--- config.mk ---
export PLATFORM = sky130hd
export DESIGN_NAME = mem_arbiter
export DESIGN_NICKNAME = d
export VERILOG_FILES = /design/src/rtl/mem_arbiter.sv
export SDC_FILE = /design/constraint.sdc
export NUM_CORES = 1
export LEC_CHECK = 0
export CELL_PAD_IN_SITES_DETAIL_PLACEMENT = 1
export CELL_PAD_IN_SITES_GLOBAL_PLACEMENT = 2
export CORE_UTILIZATION = 15
export DETAILED_ROUTE_END_ITERATION = 6
export PLACE_DENSITY = 0.92
export SLEW_MARGIN = 20
export SYNTH_ARGS = -nofsm -noshare
export SYNTH_HDL_FRONTEND = slang
export SYNTH_SLANG_ARGS = --single-unit
export TNS_END_PERCENT = 10
--- constraint.sdc ---
create_clock -name clk -period 3.18 [get_ports clk]
set_clock_uncertainty 0.1 [all_clocks]
set_input_delay 0.636 -clock clk [delete_from_list [all_inputs] [get_ports clk]]
set_output_delay 0.636 -clock clk [all_outputs]
set_load 0.01 [all_outputs]
--- src/rtl/mem_arbiter.sv ---
// Shared main-memory sequencer for I-cache fills, D-cache fills and write-through stores.
// One requester at a time; block fills issue WORDS consecutive reads and tag returns by offset.
module mem_arbiter #(
    parameter int WORDS = 8
) (
    input  logic        clk,
    input  logic        rst,
    input  logic        i_miss,
    input  logic [15:0] i_miss_addr,
    input  logic        d_miss,
    input  logic [15:0] d_miss_addr,
    input  logic        st_req,
    input  logic [15:0] st_addr,
    input  logic [15:0] st_data,
    input  logic [15:0] mem_data_out,
    input  logic        mem_data_valid,
    output logic [15:0] mem_addr,
    output logic [15:0] mem_data_in,
    output logic        mem_enable,
    output logic        mem_wr,
    output logic [15:0] fill_data,
    output logic [2:0]  fill_offset,
    output logic        i_fill_valid,
    output logic        d_fill_valid,
    output logic        i_fill_done,
    output logic        d_fill_done,
    output logic        st_ack,
    output logic        stall
);
    localparam logic [2:0]  LAST     = 3'(WORDS - 1);
    localparam logic [15:0] BLK_MASK = ~16'(2 * WORDS - 1);

    typedef enum logic [1:0] {IDLE, STORE, DFILL, IFILL} state_t;

    state_t      state, next_state;
    logic [15:0] base;
    logic [2:0]  issue_cnt;
    logic        issue_done;
    logic [2:0]  ret_cnt;
    logic        in_fill;

    assign in_fill     = (state == DFILL) || (state == IFILL);
    assign fill_data   = mem_data_out;
    assign fill_offset = ret_cnt;
    assign stall       = st_req || d_miss || i_miss || (state != IDLE);

    // NOTE: every state element uses non-blocking assignment so all registers
    // update from the same pre-edge values, regardless of statement order.
    always_ff @(posedge clk) begin
        if (rst) begin
            state      <= IDLE;
            base       <= '0;
            issue_cnt  <= '0;
            issue_done <= 1'b0;
            ret_cnt    <= '0;
        end else begin
            state <= next_state;
            if (state == IDLE) begin
                issue_cnt  <= '0;
                issue_done <= 1'b0;
                ret_cnt    <= '0;
                // Only meaningful when the grant goes to a fill; store ignores base.
                base <= d_miss ? (d_miss_addr & BLK_MASK) : (i_miss_addr & BLK_MASK);
            end else if (in_fill) begin
                if (!issue_done) begin
                    issue_cnt <= issue_cnt + 3'd1;
                    if (issue_cnt == LAST) issue_done <= 1'b1;
                end
                if (mem_data_valid) ret_cnt <= ret_cnt + 3'd1;
            end
        end
    end

    // NOTE: every output gets a default before the case so no path leaves a
    // variable unassigned, which would otherwise infer a latch.
    always_comb begin
        next_state   = state;
        mem_addr     = '0;
        mem_data_in  = '0;
        mem_enable   = 1'b0;
        mem_wr       = 1'b0;
        st_ack       = 1'b0;
        i_fill_valid = 1'b0;
        d_fill_valid = 1'b0;
        i_fill_done  = 1'b0;
        d_fill_done  = 1'b0;

        case (state)
            IDLE: begin
                if (st_req)      next_state = STORE;
                else if (d_miss) next_state = DFILL;
                else if (i_miss) next_state = IFILL;
            end
            STORE: begin
                mem_enable  = 1'b1;
                mem_wr      = 1'b1;
                mem_addr    = st_addr;
                mem_data_in = st_data;
                st_ack      = 1'b1;
                next_state  = IDLE;
            end
            DFILL, IFILL: begin
                if (!issue_done) begin
                    mem_enable = 1'b1;
                    mem_addr   = base | {12'd0, issue_cnt, 1'b0};
                end
                if (mem_data_valid) begin
                    i_fill_valid = (state == IFILL);
                    d_fill_valid = (state == DFILL);
                    if (ret_cnt == LAST) begin
                        i_fill_done = (state == IFILL);
                        d_fill_done = (state == DFILL);
                        next_state  = IDLE;
                    end
                end
            end
            default: next_state = IDLE;
        endcase
    end
endmodule

==> flow_metrics.tcl <==
set metrics [dict create \
    yosysTopAreaCell "dfxtp_1" \
    drt_iter0_drc 38 \
    grt_setup_unrepaired "no" \
    start_kind "register" \
    io_pins 145 \
    syn_area_per_cell_um2 8.66 \
    drv_cap 0 \
    drive_above_1_share_pct 6.56 \
    cts_htree_levels 1 \
    worstPathMaxFanout 19 \
    critical-path-max-stage-delay_ps 670 \
    tns_ps 0 \
    seq_area_frac_synth_pct 29.6 \
    period_share_pct 91.6 \
    power_switching_uw 250 \
    fp.dieH_um 99.3 \
    vdd_drop_max_mv 0.128 \
    layout_commonest_cell "clkdlybuf4s50_1" \
    core_um2 9200 \
    area_growth_pct 74.2 \
    outcome "finished, final reports clean" \
    maxSlewHeadroom_pct 40.1 \
    p_clk_share_pct 23.0 \
    cts_setup_buffers 0 \
    synthTopCellsByArea "dfxtp_1, mux2i_1, buf_4" \
    fp.dieW_um 99.3 \
    start_util_pct 15.4 \
    path_cells "nor2b_2, buf_4, a22o_1, clkdlybuf4s50_1" \
    synthesis.nets 254 \
    critPathKind "register to primary output" \
    cts_sinks 21 \
    setup_violations 0 \
    crit_family "buffers and inverters" \
    ys_ff_latch 21 \
    seqPwrFrac_pct 38.3 \
    syn_inst 164 \
    fin_total_pwr_uw 820 \
    post-place-ws_ps 444 \
    ant_nets 0 \
    tritoncts "yes" \
    grt_overflow 0 \
    powerDensity_nw_per_um2 331 \
    post_drt_wl_per_cell_um 13.6 \
    antenna_found_initial 0 \
    root_buffer "clkbuf_8" \
    cts_made_buffers 3 \
    rows 35 \
    hold_buffers 0 \
    leakagePower_uw 0.000945 \
    track_usage_pct 9.46 \
    fin_nets 335 \
    setup_slack_ps 268 \
    worstSetupEndpointType "primary output" \
    dp_hpwl_um 3710 \
    insertion_delay_ps 270 \
    die-area_um2 9860 \
    path_clk_slew_ps 80 \
    antenna_cells 0 \
    synth_cell_types 25 \
    synthesis.area_um2 1420 \
    vias 1507 \
    synth_top_area_share_pct 29.6 \
    avgViaCountPerCell 4.25 \
    place_area_um2 2430 \
    yosys_warnings 0 \
    cts_buffer_depth 2 \
    grt_pass1_wl_um 7370 \
    ctsResizeCount 0 \
    critPathBufInv 2 \
    grt_max_degree 29 \
    hp-class "register to register" \
    first_pass_iters 4 \
    swShare_pct 30.5 \
    drv_slew 0 \
    worst_slew_pin_slew_ps 895 \
    fin_util_pct 26.9 \
    cp.arrival_ps 2180 \
    combinationalPowerShare_pct 38.7 \
    fmax_mhz 343 \
    period_needed_ps 2910 \
    final_cell_mix "clkdlybuf4s50_1, dfxtp_1, and2_1" \
    drc 0 \
    cp.required_ps 2440 \
    place_congestion 0.648 \
    routed_wl_um 4820 \
    grt_pass1_vias 1482 \
    intPower_uw 569 \
    final_area_um2 2470 \
    finalHoldViolations 0 \
    crit_slowest_cell "dfxtp_1" \
    port_buffers 104 \
]
worst reg2reg max path, delay by kind of cell (launching register included):
kind | cells | cell delay, ps
flip-flops | 1 | 670
buffers and inverters | 1 | 280
multiplexers | 1 | 230
AND/OR/NAND/NOR | 2 | 300
final cells by class:
type / instances / area (µm²)
sequential: 21 / 420
clock inverter: 1 / 5.00
timing repair buffer: 110 / 1090
tap: 111 / 139
clock buffer: 3 / 41.3
fill: 1091 / 6720
multi-input combinational: 109 / 782
cells in the mapped netlist:
cell type and n:
a211oi_1 15, nand3b_1 1, and3b_2 1, nor3b_1 1, or2_2 1, nand2_1 4, buf_2 10, dfxtp_1 21
clkbuf_1 3, xnor2_1 2, buf_4 20, nor2b_1 2, or4_1 1, nand3_1 1, o21ai_0 2, nor3_1 3
and2_1 17, a22o_1 15, and3_2 1, ha_1 4, buf_6 1, nor2b_2 1, a21oi_1 6, nor2_1 15
mux2i_1 16
per-layer routing:
layer,track usage [%],share of wire [%],vias to the layer above
met5,0,0,-
met4,4.19,1.9,0
met3,1.90,8.6,6
met2,17.1,47,78
met1,10.7,43,702
li1,-,-,721
final timing paths:
path,from,end,slack (ps),depth (start not counted)
worst max-delay path,state[1]$_SDFFE_PP0P_,mem_addr[12],270,4
worst min-delay path,issue_done$_SDFFE_PP0P_,issue_done$_SDFFE_PP0P_,400,2
worst max register to register,state[1]$_SDFFE_PP0P_,issue_cnt[1]$_SDFFE_PP0P_,1470,4
worst min register to register,issue_done$_SDFFE_PP0P_,issue_done$_SDFFE_PP0P_,400,2
sequential cells by signal, indices dropped and copies added (netlist names):
name,count
base,12
fill_offset,3
issue_cnt,3
state,2
issue_done,1
metrics by stage:
step | cells | hold slack [ps]
floorplan | 164 | 354
global placement | 351 | 374
detailed placement | 351 | 387
CTS | 355 | 402
global route | 355 | 423
finish | 355 | 397
power groups by stage:
| stage | clock network, µW | registers [µW] | logic (µW) |
|---|---|---|---|
| 3_3_place_gp | 0 | 320 | 314 |
| 2_1_floorplan | 0 | 308 | 175 |
| 6_report | 189 | 314 | 317 |
| 3_5_place_dp | 0 | 322 | 323 |
| 5_1_grt | 212 | 319 | 345 |
| 4_1_cts | 206 | 315 | 324 |
kinds of logic after synthesis:
family	Yosys count	share of synthesized area (%)
xor gates and xnor gates	2	1.23
adders and majority gates	4	3.52
AOI/OAI and AO/OA	38	20.0
buffers and inverters	34	15.7
DFF	21	29.6
and+or+nand+nor	49	18.7
muxes	16	11.3
Power figures use the tool's default switching activity.
